**src/rtl/alu_branch_resolver_pkg.sv**
```systemverilog
// Shared definitions for the ALU branch resolver and the decode-stage static
// predictor: condition codes, flag-bit positions and the resolver FSM states.
package alu_pkg;

    // Condition codes carried on br_cond
    localparam logic [2:0] COND_ALWAYS = 3'd0;
    localparam logic [2:0] COND_SIGN   = 3'd1;
    localparam logic [2:0] COND_ZERO   = 3'd2;
    localparam logic [2:0] COND_NZERO  = 3'd3;
    localparam logic [2:0] COND_CARRY  = 3'd4;
    localparam logic [2:0] COND_NCARRY = 3'd5;
    localparam logic [2:0] COND_GTZ    = 3'd6;
    localparam logic [2:0] COND_NEVER  = 3'd7;

    // Bit positions inside the {sign,carry,zero} flags vector
    localparam int SIGN_B  = 2;
    localparam int CARRY_B = 1;
    localparam int ZERO_B  = 0;

    // Resolver control states
    typedef enum logic [1:0] {
        IDLE    = 2'd0,
        WAIT    = 2'd1,
        RESOLVE = 2'd2
    } state_t;

    // Codes whose outcome does not depend on the flags never wait for an ALU op
    function automatic logic cond_is_flag_free(input logic [2:0] cond);
        return (cond == COND_ALWAYS) || (cond == COND_NEVER);
    endfunction

endpackage

```
**src/rtl/alu_branch_resolver_if.sv**
```systemverilog
// ALU-side and branch-side signals of the resolver, bundled as one bus.
// The master modport is the datapath/control side; the slave modport is the
// resolver itself.
interface alu_branch_resolver_if #(
    parameter int WIDTH = 32
) ();

    logic             alu_issue;
    logic             alu_valid;
    logic [WIDTH-1:0] result;
    logic             sign;
    logic             carry;
    logic             zero;
    logic             br_valid;
    logic             br_ready;
    logic [2:0]       br_cond;
    logic [WIDTH-1:0] br_target;
    logic [WIDTH-1:0] pc_next;
    logic             npc_valid;
    logic [WIDTH-1:0] npc;
    logic             taken;
    logic [2:0]       flags_q;

    modport master (
        output alu_issue, alu_valid, result, sign, carry, zero,
        output br_valid, br_cond, br_target, pc_next,
        input  br_ready, npc_valid, npc, taken, flags_q
    );

    modport slave (
        input  alu_issue, alu_valid, result, sign, carry, zero,
        input  br_valid, br_cond, br_target, pc_next,
        output br_ready, npc_valid, npc, taken, flags_q
    );

endinterface

```
**src/rtl/alu_branch_resolver_branch_cond_eval.sv**
```systemverilog
// Purely combinational condition evaluator: decides whether a branch with the
// given condition code is taken under the given {sign,carry,zero} flags.
// Also used by the decode stage's static predictor.
module branch_cond_eval
    import alu_pkg::*;
(
    input  logic [2:0] cond,
    input  logic [2:0] flags,
    output logic       take
);

    // Map the condition code onto the flag bits
    always_comb begin
        take = 1'b0;
        case (cond)
            COND_ALWAYS: take = 1'b1;
            COND_SIGN:   take = flags[SIGN_B];
            COND_ZERO:   take = flags[ZERO_B];
            COND_NZERO:  take = !flags[ZERO_B];
            COND_CARRY:  take = flags[CARRY_B];
            COND_NCARRY: take = !flags[CARRY_B];
            COND_GTZ:    take = !flags[SIGN_B] && !flags[ZERO_B];
            COND_NEVER:  take = 1'b0;
            default:     take = 1'b0;
        endcase
    end

endmodule

```
**src/rtl/alu_branch_resolver.sv**
```systemverilog
// ALU branch resolver: holds the architectural flags, tracks one in-flight
// flag-setting ALU op and resolves conditional branches into the next PC.
// A branch that needs flags while an op is in flight either waits for the
// result or, if the result arrives in the accepting cycle, uses it directly.
// Optional build macro ALU_BRANCH_RESOLVER_STATS_EN adds saturating
// taken / not-taken counters.
module alu_branch_resolver
    import alu_pkg::*;
#(
    parameter int WIDTH  = 32,
    parameter int STAT_W = 16
) (
    input  logic                clk,
    input  logic                rst,
    alu_branch_resolver_if.slave bus
`ifdef ALU_BRANCH_RESOLVER_STATS_EN
    ,
    output logic [STAT_W-1:0]   taken_cnt,
    output logic [STAT_W-1:0]   not_taken_cnt
`endif
);

    state_t           state_q;
    state_t           state_d;
    logic             pending_q;
    logic [2:0]       flags_r;
    logic [2:0]       cond_q;
    logic [WIDTH-1:0] target_q;
    logic [WIDTH-1:0] fall_q;
    logic [WIDTH-1:0] npc_r;
    logic             taken_r;

    logic [2:0]       in_flags;
    logic             accept;
    logic [2:0]       eval_cond;
    logic [2:0]       eval_flags;
    logic [WIDTH-1:0] eval_target;
    logic [WIDTH-1:0] eval_fall;
    logic             eval_take;
    logic             load_res;
    logic             latch_req;

    // The zero flag is recomputed from the result so a bad ALU zero output
    // can never steer a branch; the incoming zero bit is deliberately unused.
    assign in_flags = {bus.sign, bus.carry, (bus.result == '0)};
    assign accept   = bus.br_valid && (state_q == IDLE);

    branch_cond_eval u_eval (
        .cond  (eval_cond),
        .flags (eval_flags),
        .take  (eval_take)
    );

    // State register
    always_ff @(posedge clk) begin
        if (rst) state_q <= IDLE;
        else     state_q <= state_d;
    end

    // Next state, plus selection of which condition/flags/addresses to resolve with
    always_comb begin
        state_d     = state_q;
        eval_cond   = bus.br_cond;
        eval_flags  = flags_r;
        eval_target = bus.br_target;
        eval_fall   = bus.pc_next;
        load_res    = 1'b0;
        latch_req   = 1'b0;
        case (state_q)
            IDLE: begin
                if (accept) begin
                    latch_req = 1'b1;
                    if (cond_is_flag_free(bus.br_cond) || !pending_q) begin
                        load_res = 1'b1;
                        state_d  = RESOLVE;
                    end else if (bus.alu_valid) begin
                        eval_flags = in_flags;
                        load_res   = 1'b1;
                        state_d    = RESOLVE;
                    end else begin
                        state_d = WAIT;
                    end
                end
            end
            WAIT: begin
                eval_cond   = cond_q;
                eval_flags  = in_flags;
                eval_target = target_q;
                eval_fall   = fall_q;
                if (bus.alu_valid) begin
                    load_res = 1'b1;
                    state_d  = RESOLVE;
                end
            end
            RESOLVE: state_d = IDLE;
            default: state_d = IDLE;
        endcase
    end

    // Flags, in-flight tracking, latched request and resolved outcome
    always_ff @(posedge clk) begin
        if (rst) begin
            flags_r   <= '0;
            pending_q <= 1'b0;
            cond_q    <= '0;
            target_q  <= '0;
            fall_q    <= '0;
            npc_r     <= '0;
            taken_r   <= 1'b0;
        end else begin
            if (bus.alu_valid) flags_r <= in_flags;
            pending_q <= bus.alu_issue || (pending_q && !bus.alu_valid);
            if (latch_req) begin
                cond_q   <= bus.br_cond;
                target_q <= bus.br_target;
                fall_q   <= bus.pc_next;
            end
            if (load_res) begin
                taken_r <= eval_take;
                npc_r   <= eval_take ? eval_target : eval_fall;
            end
        end
    end

`ifdef ALU_BRANCH_RESOLVER_STATS_EN
    // Saturating outcome counters, bumped once per resolved branch
    always_ff @(posedge clk) begin
        if (rst) begin
            taken_cnt     <= '0;
            not_taken_cnt <= '0;
        end else if (state_q == RESOLVE) begin
            if (taken_r) begin
                if (taken_cnt != '1) taken_cnt <= taken_cnt + 1'b1;
            end else begin
                if (not_taken_cnt != '1) not_taken_cnt <= not_taken_cnt + 1'b1;
            end
        end
    end
`endif

    assign bus.br_ready  = (state_q == IDLE);
    assign bus.npc_valid = (state_q == RESOLVE);
    assign bus.npc       = npc_r;
    assign bus.taken     = taken_r;
    assign bus.flags_q   = flags_r;

endmodule

```
**src/flat_wrapper.sv**
```systemverilog
// flat-port wrapper written by rule: the top's interface ports become plain ports
module alu_branch_resolver_flat import alu_pkg::*;
#(
    parameter int WIDTH  = 32,
    parameter int STAT_W = 16
)
  (clk, rst, bus_alu_issue, bus_alu_valid, bus_result, bus_sign, bus_carry, bus_zero, bus_br_valid, bus_br_cond, bus_br_target, bus_pc_next, bus_br_ready, bus_npc_valid, bus_npc, bus_taken, bus_flags_q);
  alu_branch_resolver_if #(.WIDTH(WIDTH)) bus_i ();
  input  logic clk;
  input  logic rst;
  input wire logic [$bits(bus_i.alu_issue)-1:0] bus_alu_issue;
  input wire logic [$bits(bus_i.alu_valid)-1:0] bus_alu_valid;
  input wire logic [$bits(bus_i.result)-1:0] bus_result;
  input wire logic [$bits(bus_i.sign)-1:0] bus_sign;
  input wire logic [$bits(bus_i.carry)-1:0] bus_carry;
  input wire logic [$bits(bus_i.zero)-1:0] bus_zero;
  input wire logic [$bits(bus_i.br_valid)-1:0] bus_br_valid;
  input wire logic [$bits(bus_i.br_cond)-1:0] bus_br_cond;
  input wire logic [$bits(bus_i.br_target)-1:0] bus_br_target;
  input wire logic [$bits(bus_i.pc_next)-1:0] bus_pc_next;
  output wire logic [$bits(bus_i.br_ready)-1:0] bus_br_ready;
  output wire logic [$bits(bus_i.npc_valid)-1:0] bus_npc_valid;
  output wire logic [$bits(bus_i.npc)-1:0] bus_npc;
  output wire logic [$bits(bus_i.taken)-1:0] bus_taken;
  output wire logic [$bits(bus_i.flags_q)-1:0] bus_flags_q;
  assign bus_i.alu_issue = bus_alu_issue;
  assign bus_i.alu_valid = bus_alu_valid;
  assign bus_i.result = bus_result;
  assign bus_i.sign = bus_sign;
  assign bus_i.carry = bus_carry;
  assign bus_i.zero = bus_zero;
  assign bus_i.br_valid = bus_br_valid;
  assign bus_i.br_cond = bus_br_cond;
  assign bus_i.br_target = bus_br_target;
  assign bus_i.pc_next = bus_pc_next;
  assign bus_br_ready = bus_i.br_ready;
  assign bus_npc_valid = bus_i.npc_valid;
  assign bus_npc = bus_i.npc;
  assign bus_taken = bus_i.taken;
  assign bus_flags_q = bus_i.flags_q;
  alu_branch_resolver #(.WIDTH(WIDTH), .STAT_W(STAT_W)) u_core (.clk(clk), .rst(rst), .bus(bus_i));
endmodule
```
**config.mk**
```make
export PLATFORM = sky130hd
export DESIGN_NAME = alu_branch_resolver_flat
export DESIGN_NICKNAME = d
export VERILOG_FILES = /design/src/rtl/alu_branch_resolver_pkg.sv /design/src/rtl/alu_branch_resolver_if.sv /design/src/rtl/alu_branch_resolver_branch_cond_eval.sv /design/src/rtl/alu_branch_resolver.sv /design/src/flat_wrapper.sv
export SDC_FILE = /design/constraint.sdc
export NUM_CORES = 1
export LEC_CHECK = 0
export ABC_CLOCK_PERIOD_IN_PS = 4030
export BUFFER_PORTS_ARGS = -buffer_cell sky130_fd_sc_hd__buf_2
export CORE_ASPECT_RATIO = 0.8
export CORE_UTILIZATION = 50
export CTS_CLUSTER_SIZE = 25
export DETAILED_ROUTE_END_ITERATION = 7
export GPL_TIMING_DRIVEN = 0
export PLACE_DENSITY_LB_ADDON = 0.08
export REMOVE_ABC_BUFFERS = 1
export SYNTH_ARGS = -nofsm -noshare
export SYNTH_HDL_FRONTEND = slang
export SYNTH_SLANG_ARGS = --single-unit
```
**constraint.sdc**
```tcl
create_clock -name clk -period 4.03 [get_ports clk]
set_input_delay 1.209 -clock clk [delete_from_list [all_inputs] [get_ports clk]]
set_output_delay 1.209 -clock clk [all_outputs]
set_load 0.02 [all_outputs]
```
==> flow_metrics.py, run 1 <==
metrics = {
    "outcome": {
        "outcome": "completed",
    },
    "power_and_ir_drop": {
        "clkPwrFrac_pct": 35.7,
        "pwr-share-comb_pct": 19.4,
        "switching_share_pct": 28.43,
        "irDropWorstVdd_uv": 207.2,
        "seqPwrFrac_pct": 44.8,
        "p_switching_uw": 742.2,
        "cellLeakagePower_nw": 2.997,
        "p_int_mw": 1.869,
        "power_mw": 2.611,
        "power.density_nw_per_um2": 396.6,
    },
    "routing": {
        "firstDrtPassIters": 5,
        "via_per_inst": 5.700,
        "drt_iter0_markers": 484,
        "avgRoutedWirePerCell_um": 15.25,
        "drt-total-wl_um": 14890,
        "antenna_left": 0,
        "via_count": 5563,
        "drc": 0,
    },
    "setup_path": {
        "crit_chain": "buf_2 > or3_4 > nand3_1 > a21boi_0 > o21ai_0 > and3_1 > buf_16 > nand3_1 > nand3_1",
        "required_ns": 4.32,
        "start_kind": "input port",
        "critPathKind": "in2reg",
        "critPathMaxFanout": 17,
        "cp_slowest_cell": "and3_1",
        "r2r_start": "u_core.state_q[0]$_SDFFE_PP0P_",
        "crit_top_cell": "nand3_1",
        "crit_path_start": "bus_br_cond[2]",
        "critPathMaxStageDelay_ns": 0.75,
        "end_kind": "register",
        "worstPathArrival_ns": 3.59,
    },
    "grt": {
        "antenna_found_initial": 0,
        "grt_pass1_vias": 5169,
        "grt.total_usage_pct": 26.62,
        "grt_pass1_wl_um": 23950,
        "overflow": 0,
        "grt_max_degree": 103,
    },
    "die": {
        "coreArea_um2": 10410,
        "die_area_um2": 11310,
        "die_w_um": 118.7,
        "ios": 145,
        "die_h_um": 95.32,
        "initial_utilization_pct": 52.31,
        "rows": 33,
    },
    "clock_tree": {
        "cts_buffers": 9,
        "cts_hold_buf": 0,
        "path_clk_slew_ns": 0.07,
        "ctsLongestPathBuffers": 2,
        "root_buffer": "clkbuf_16",
        "cts_sinks": 106,
        "post_cts_resized": 0,
        "cts_tree": "built",
        "htreeDepth": 3,
        "clk_latency_ns": 0.35,
        "cts_setup_buffers": 0,
    },
    "yosys": {
        "ys_top_cells_by_area": "dfxtp_1 39%, nand2_1 9.4%, a21oi_1 6.4%, mux2i_1 6.4%, nand3_1 5.9%",
        "synth.top_cell.area_share_pct": 38.99,
        "avgSynthCellArea_um2": 7.385,
        "synth_edf_count": 0,
        "syn_inst": 737,
        "ys_seq_area_share_pct": 38.99,
        "yosysUniqueCellTypes": 41,
        "ys.flop_type": "dfxtp_1",
        "yosys_warnings": 0,
        "synth-async-reset-ratio_pct": 0,
        "synthesis.area_um2": 5443,
        "synth_seq_cells": 106,
        "yosysTopAreaCell": "dfxtp_1",
    },
    "timing": {
        "period_share_pct": 82.07,
        "setup_viol_count_final": 0,
        "clock-skew-final_ns": 0.007624,
        "maxSlewViolCount": 0,
        "rsz0062_at_grt": "no",
        "tightest_slew_ns": 0.9906,
        "hold-worst-slack_ns": 0.4545,
        "relSlewSlack_pct": 33.82,
        "final-hold-violation-count": 0,
        "fin_ws_ns": 0.7227,
        "max_freq_ghz": 0.3024,
        "finalSetupTns_ns": 0,
        "fin_crit_ns": 3.307,
    },
    "finish": {
        "antenna_cells": 0,
        "fin_area_um2": 6584,
        "nFillCells": 966,
        "instances_no_fill": 976,
        "drive_gt1_share_pct": 21.77,
        "fin_nets": 938,
        "final_util_pct": 63.28,
        "syn2layout_area_growth_pct": 20.97,
    },
    "worst_hold_path": {
        "hp-start": "u_core.fall_q[23]$_SDFFE_PP0P_",
        "holdCritPathClass": "reg2reg",
    },
    "placement": {
        "io_buffers": 143,
        "detailedPlace.worstSlack_ns": -0.07043,
        "dp_cells": 958,
        "gp_congestion": 0.8038,
        "place_area_um2": 6217,
        "dpl.hpwl_um": 9122,
    },
    "run": {
        "cap_viol_max_count": 0,
    },
}
## cell type report
cell class | instances | area [µm²] | area share (%)
well taps | 140 | 175.2 | 2.661
inverters | 2 | 7.507 | 0.1140
flip-flops and latches | 106 | 2122 | 32.23
repair buffers | 153 | 967.2 | 14.69
clock buffers | 11 | 232.7 | 3.535
clock inverters | 5 | 78.83 | 1.197
multi-input cells | 559 | 3000 | 45.57
## cells by family after synthesis
kind of cell / count (synthesis) / synth area share [%]
AO/OA/AOI/OAI: 116 / 11.63
AND/OR/NAND/NOR: 405 / 35.79
flip-flops: 106 / 38.99
buffers and inverters: 72 / 6.414
multiplexers: 38 / 7.172
## cells in the final DEF (no fill, tap or decap), drive strengths merged, types with 4 or more instances in the layout
| cell | instances |
|---|---|
| nor3 | 38 |
| nand2 | 137 |
| nand3b | 32 |
| o21ai | 37 |
| a21oi | 70 |
| dfxtp | 106 |
| nand3 | 67 |
| nor4 | 40 |
| clkbuf | 11 |
| nor2 | 73 |
| mux2i | 36 |
| buf | 153 |
| and3 | 4 |
## state kept, by name (all words and copies together), names as in the netlist
name	cells
u_core.cond_q	3
u_core.bus.taken	1
u_core.state_q	2
u_core.bus.flags_q	3
u_core.fall_q	32
u_core.bus.npc	32
u_core.pending_q	1
u_core.target_q	32
## cells in the mapped netlist (2+ instances only)
master	count
buf_6	8
nor2b_1	2
nor2_1	73
o21ai_0	31
o21ai_1	6
nor3_1	38
nand3_1	64
buf_1	4
nand3_2	3
dfxtp_1	106
a21oi_1	70
inv_1	2
clkbuf_1	47
a211oi_1	2
nand3b_1	32
nor4_1	40
buf_4	2
and3_1	4
nand2_1	137
buf_2	9
mux2i_1	35
nand4_1	3
## metal layers
metal	share of wire (%)	track usage (%)
met4	1.9	11.50
met5	0	0
met3	5.2	6.100
met1	44	32.27
met2	49	45.81
## final timing paths
check                                                       end  slack [ns]  cells past startpoint
worst max-delay path            u_core.bus.npc[30]$_SDFFE_PP0P_        0.72                      9
worst min-delay path             u_core.fall_q[23]$_SDFFE_PP0P_        0.45                      2
worst max register to register  u_core.bus.npc[19]$_SDFFE_PP0P_        0.92                      6
worst min register to register   u_core.fall_q[23]$_SDFFE_PP0P_        0.45                      2
## power groups by stage
stage	registers [mW]	clock network [mW]	logic, mW
5_1_grt	1.18	0.992	0.557
3_5_place_dp	1.19	0	0.494
2_1_floorplan	1.23	0	0.222
6_report	1.17	0.932	0.508
3_3_place_gp	1.19	0	0.456
4_1_cts	1.17	0.955	0.496
## worst max-delay path, delay by kind of cell
kind | cells | cell delay, ns
compound gates | 2 | 0.42
simple gates | 5 | 1.57
buf+inv | 2 | 0.38
No activity file was read; power rests on OpenSTA's default activity.
==> inputs of run 2 (changes only) <==
- ABC_AREA: default -> 1
- ABC_CLOCK_PERIOD_IN_PS: 4030 -> 2750
- CORE_UTILIZATION: 50 -> 47
- clock period: 4.03 -> 2.75 ns (I/O delays scaled with it)
==> run 2 against run 1 <==
  * Synthesized area decreased by 5.4%
  * Flip-flop and latch count unchanged
  * Power rose by 51%
  * Cell count increased by 3.2%
  * Critical path type unchanged
  * Highest routed layer unchanged
  * Sequential power grew 49%
  * Worst setup slack got worse by 0.64 ns
  * Combinational power rose by 61%
  * Die area grew 0.66%
  * Register-to-register slack got worse by 0.78 ns
  * Worst hold slack better by 0.0083 ns
  * Global-route usage down 2.0 points
  * Clock skew is essentially flat
==> flow_metrics.py, run 2 <==
metrics = {
    "clock_tree": {
        "clk_latency_ns": 0.35,
        "cts_buffers": 9,
        "ctsLongestPathBuffers": 2,
        "root_buffer": "clkbuf_16",
        "cts_tree": "built",
        "path_clk_slew_ns": 0.07,
        "htreeDepth": 3,
        "cts_sinks": 106,
    },
    "power_and_ir_drop": {
        "cellLeakagePower_nw": 3.202,
        "irDropWorstVdd_uv": 402.8,
        "seqPwrFrac_pct": 44.2,
        "clkPwrFrac_pct": 35.0,
        "p_int_mw": 2.778,
        "p_switching_mw": 1.164,
        "power_mw": 3.942,
        "pwr-share-comb_pct": 20.8,
        "switching_share_pct": 29.53,
        "power.density_nw_per_um2": 622.9,
    },
    "yosys": {
        "yosysUniqueCellTypes": 27,
        "yosys_warnings": 0,
        "synth-async-reset-ratio_pct": 0,
        "synth_common_cells": "145 x nand2_1, 117 x o21ai_0, 106 x dfxtp_1",
        "yosysTopAreaCell": "dfxtp_1",
        "yosysMostFrequentCell": "nand2_1",
        "synth_edf_count": 0,
        "synth_seq_cells": 106,
        "ys_seq_area_share_pct": 41.20,
        "synthesis.area_um2": 5151,
        "ys_top_cells_by_area": "dfxtp_1 41%, o21ai_0 11%, nand2_1 11%, a21oi_1 8.3%, nand3_1 6.3%",
        "syn_inst": 751,
        "synth.top_cell.area_share_pct": 41.20,
        "avgSynthCellArea_um2": 6.859,
        "ys.flop_type": "dfxtp_1",
    },
    "setup_path": {
        "worstPathArrival_ns": 2.86,
        "required_ns": 2.94,
        "critPathKind": "in2reg",
        "start_kind": "input port",
        "end_kind": "register",
        "critPathMaxFanout": 38,
    },
    "grt": {
        "grt_pass1_vias": 4749,
        "antenna_found_initial": 1,
        "grt_pass1_wl_um": 22190,
        "grt_max_degree": 71,
        "overflow": 0,
        "grt.total_usage_pct": 24.66,
    },
    "timing": {
        "clock-skew-final_ns": 0.007900,
        "relSlewSlack_pct": 39.79,
        "tightest_slew_ns": 0.9031,
        "fin_crit_ns": 2.672,
        "final-hold-violation-count": 0,
        "maxSlewViolCount": 0,
        "finalSetupTns_ns": 0,
        "max_freq_ghz": 0.3743,
        "setup_viol_count_final": 0,
        "rsz0062_at_grt": "yes",
        "period_share_pct": 97.16,
    },
    "finish": {
        "syn2layout_area_growth_pct": 22.83,
        "antenna_cells": 0,
        "drive_gt1_share_pct": 22.03,
        "final_cell_mix": "143 x nand2_1, 143 x buf_2, 117 x o21ai_0",
        "nFillCells": 1006,
        "fin_nets": 969,
        "fin_area_um2": 6327,
    },
    "die": {
        "die_w_um": 119.0,
        "initial_utilization_pct": 49.31,
        "die_area_um2": 11380,
        "die_h_um": 95.64,
        "ios": 145,
        "rows": 33,
        "coreArea_um2": 10450,
    },
    "routing": {
        "antenna_left": 0,
        "avgRoutedWirePerCell_um": 14.73,
        "firstDrtPassIters": 5,
        "drc": 0,
        "via_per_inst": 5.303,
        "drt_iter0_markers": 378,
        "via_count": 5340,
        "drt-total-wl_um": 14840,
    },
    "run": {
        "cap_viol_max_count": 0,
    },
    "outcome": {
        "outcome": "completed",
    },
    "placement": {
        "io_buffers": 143,
        "gp_congestion": 0.7789,
        "dpl.hpwl_um": 8464,
        "place_area_um2": 5867,
    },
    "worst_hold_path": {
        "holdCritPathClass": "reg2reg",
    },
}
==> run 2: changes by cell type in the layout (fill, tap and decap cells not counted), sizes merged, moves of 15 or more <==
cell / before / now
inv: 2 / 68
nor4: 40 / 0
nand3b: 32 / 0
o21ai: 37 / 120
a21oi: 70 / 85
mux2i: 36 / 17
nand2: 137 / 156
nor3: 38 / 1
==> run 2: power groups by stage <==
stage                     combinational, mW  clock, mW  sequential [mW]
after floorplan                       0.404          0             1.82
after global placement                0.721          0             1.77
after detailed placement              0.753          0             1.77
after CTS                             0.782       1.41             1.74
after global routing                  0.911       1.46             1.75
final                                 0.819       1.38             1.74
==> run 2: kinds of logic (layout without fill, tap and decap cells) <==
family                 Yosys count  after routing  share of synthesized area [%]
multiplexers                    17             17                          3.303
flip-flops                     106            106                          41.20
buffers and inverters          124            235                          10.30
AO/OA/AOI/OAI                  210            210                          20.62
AND/OR/NAND/NOR                294            299                          24.58
==> run 2: path summary, 6_finish.rpt <==
path	start	end	slack, ns	cells after the start
min	u_core.bus.npc[14]$_SDFFE_PP0P_	u_core.bus.npc[14]$_SDFFE_PP0P_	0.46	2
min reg2reg	u_core.bus.npc[14]$_SDFFE_PP0P_	u_core.bus.npc[14]$_SDFFE_PP0P_	0.46	2
max reg2reg	u_core.state_q[1]$_SDFFE_PP0P_	u_core.bus.npc[4]$_SDFFE_PP0P_	0.14	15
max	bus_br_valid	u_core.bus.npc[4]$_SDFFE_PP0P_	0.08	15
==> run 2: per-layer routing <==
| metal | global-route usage, % | wire length [µm] | vias up |
|---|---|---|---|
| li1 | - | - | 2684 |
| met3 | 6.519 | 1144 | 12 |
| met5 | 0 | 0 | - |
| met4 | 6.013 | 119 | 0 |
| met1 | 29.60 | 6660 | 2455 |
| met2 | 44.09 | 6914 | 189 |
==> run 2: final cells by class <==
class,instances,area (µm²),share of cell area [%]
Multi-Input combinational cell,526,2625,41.49
Sequential cell,106,2122,33.54
Timing Repair Buffer,149,818.3,12.93
Inverter,70,267.8,4.232
Clock buffer,10,239.0,3.777
Tap cell,140,175.2,2.768
Clock inverter,6,80.08,1.266
==> run 2: timing repair <==
item | CTS | global route
buffers inserted | 2 | 0
setup endpoints to repair | 34 | 33
gates resized for setup | 7 | 6
cloned | 2 | 3
pin swaps | 2 | 3
hold buffers | 0 | 0
==> run 2: worst max-delay path, stage by stage <==
cell	delay, ns
buf_2	0.08
inv_1	0.11
nor2_4	0.18
buf_12	0.21
nand2_2	0.11
inv_1	0.09
nand3_1	0.08
nand3_1	0.19
nand2_1	0.11
nand2_2	0.13
nand2_8	0.23
nand2_4	0.27
nand2_1	0.08
nand3_1	0.07
a21oi_1	0.07
==> run 2: metrics by stage <==
step	setup WS, ns	utilization [%]	hold WS (ns)	cells
6_report	0.07812	60.57	0.4628	1007
5_1_grt	-0.04361	60.57	0.4783	1007
4_1_cts	0.02535	59.90	0.4654	1004
3_5_place_dp	-2.111	56.16	0.4541	984
3_3_place_gp	-3.221	55.28	0.4430	980
2_1_floorplan	-1.146	-	0.4321	697
==> inputs of run 3 (changes only) <==
- ABC_AREA: 1 -> 0
- CORE_UTILIZATION: 47 -> 48
==> run 3 against run 2 <==
  * Die area rose by 3.4%
  * Utilization rose by 0.82 points
  * Sequential power barely moved
  * First-iteration DRC count rose by 21%
  * Combinational power fell by 3.7%
  * Non-clock buffer count rose by 14
  * Register-to-register slack got worse by 0.03 ns
  * Clock skew fell by 0.0026 ns
  * Clock power fell by 14%
  * Worst setup slack improved by 0.036 ns
  * Critical path type is now reg2reg
==> flow_metrics.py, run 3 (synthesis gave the netlist of run 1 again) <==
metrics = {
    "outcome": {
        "outcome": "completed",
    },
    "worst_hold_path": {
        "hold_depth": 2,
        "holdCritPathClass": "reg2reg",
        "hp-start": "u_core.target_q[5]$_SDFFE_PP0P_",
    },
    "placement": {
        "io_buffers": 143,
        "gp_congestion": 0.8133,
        "dpl.hpwl_um": 9262,
        "place_area_um2": 6231,
        "dp_cells": 962,
        "detailedPlace.worstSlack_ns": -1.056,
    },
    "timing": {
        "tightest_slew_ns": 0.7557,
        "fin_ws_ns": 0.1139,
        "fin_crit_ns": 2.636,
        "rsz0062_at_grt": "no",
        "maxSlewViolCount": 0,
        "setup_viol_count_final": 0,
        "hold-worst-slack_ns": 0.4553,
        "clock-skew-final_ns": 0.005336,
        "period_share_pct": 95.86,
        "relSlewSlack_pct": 49.44,
        "max_freq_ghz": 0.3794,
        "final-hold-violation-count": 0,
    },
    "grt": {
        "grt_pass1_wl_um": 26300,
        "overflow": 0,
        "grt_pass1_vias": 5291,
        "grt_max_degree": 126,
        "antenna_found_initial": 3,
        "grt.total_usage_pct": 28.24,
    },
    "finish": {
        "fin_nets": 952,
        "drive_gt1_share_pct": 23.94,
        "instances_no_fill": 993,
        "nFillCells": 979,
        "fin_area_um2": 6711,
        "layout_commonest_cell": "buf_2",
        "regArea_um2": 2122,
        "final_cell_mix": "142 x buf_2, 136 x nand2_1, 106 x dfxtp_1",
        "syn2layout_area_growth_pct": 23.31,
        "multi_input_area_um2": 3117,
    },
    "power_and_ir_drop": {
        "irDropWorstVdd_uv": 365.9,
        "power_mw": 3.697,
        "p_int_mw": 2.580,
        "switching_share_pct": 30.21,
        "pwr-share-comb_pct": 21.4,
        "power.density_nw_per_um2": 550.9,
        "seqPwrFrac_pct": 46.4,
        "cellLeakagePower_nw": 3.055,
        "clkPwrFrac_pct": 32.2,
        "p_switching_mw": 1.117,
    },
    "setup_path": {
        "required_ns": 2.98,
        "critPathKind": "reg2reg",
        "worstPathArrival_ns": 2.87,
        "start_kind": "register",
        "crit_path_start": "u_core.state_q[1]$_SDFFE_PP0P_",
        "end_kind": "register",
        "reg2regPathDepth": 8,
        "critPathMaxFanout": 16,
        "r2r_start": "u_core.state_q[1]$_SDFFE_PP0P_",
    },
    "routing": {
        "drt_iter0_markers": 459,
        "antenna_left": 0,
        "dr.max_layer_used": "met4",
        "firstDrtPassIters": 5,
        "via_per_inst": 5.774,
        "avgRoutedWirePerCell_um": 16.79,
        "m1WireLength_um": 7359,
        "drt-total-wl_um": 16670,
        "via_count": 5734,
        "dr_wl_met3_um": 1267,
        "route.met2.wl_um": 7750,
        "drc": 0,
    },
    "clock_tree": {
        "htreeDepth": 3,
        "cts_sinks": 106,
        "clk_latency_ns": 0.35,
        "cts_buffers": 9,
        "root_buffer": "clkbuf_16",
        "path_clk_slew_ns": 0.07,
        "cts_tree": "built",
        "ctsLongestPathBuffers": 2,
    },
    "die": {
        "rows": 34,
        "initial_utilization_pct": 49.78,
        "die_w_um": 121.1,
        "ios": 145,
        "die_h_um": 97.24,
        "coreArea_um2": 10930,
        "die_area_um2": 11770,
    },
    "run": {
        "cap_viol_max_count": 0,
    },
}
run 3: worst paths after layout:
path / end / slack [ns]
max reg2reg: u_core.bus.npc[13]$_SDFFE_PP0P_ / 0.11
min: u_core.target_q[5]$_SDFFE_PP0P_ / 0.46
min reg2reg: u_core.target_q[5]$_SDFFE_PP0P_ / 0.46
max: u_core.bus.npc[13]$_SDFFE_PP0P_ / 0.11
run 3: layer usage:
metal | vias up | track usage (%)
met2 | 216 | 43.38
met1 | 2706 | 37.91
met4 | 0 | 10.16
met5 | - | 0
met3 | 21 | 7.512
li1 | 2791 | -
run 3: cell type report:
cell class,count,area share (%)
tap,144,2.685
antenna,1,0.03729
multi-input combinational,563,46.44
clock buffer,11,3.617
timing repair buffer,163,15.23
sequential,106,31.62
inverter,2,0.1119
clock inverter,3,0.2610
run 3: critical path, cell delays in order, from the launching register on:
cell	delay (ns)
dfxtp_1	0.44
nand2b_4	0.20
buf_4	0.22
mux2i_2	0.63
nand2_1	0.12
or3_4	0.41
and3_4	0.28
nand3_1	0.13
nand3_1	0.08
run 3: power groups by stage:
stage	clock network [mW]	logic [mW]	registers, mW
after floorplan	0	0.326	1.80
after global placement	0	0.674	1.74
after detailed placement	0	0.725	1.75
after CTS	1.21	0.762	1.71
after global routing	1.27	0.857	1.73
final	1.19	0.789	1.72
run 3: timing repair:
item | in CTS | in global routing
hold buffers | 0 | 0
cloned | 3 | 1
buffers inserted | 6 | 6
setup endpoints to repair | 33 | 32
resized for setup | 12 | 5
pin swaps | 5 | 3
endpoints found under the hold margin | 0 | 0
run 3: through the flow:
stage          utilization (%)  TNS, ns
5_1_grt                  61.39        0
6_report                 61.39        0
2_1_floorplan                -   -30.64
3_3_place_gp             54.85  -127.62
4_1_cts                  60.54        0
3_5_place_dp             56.99   -32.40
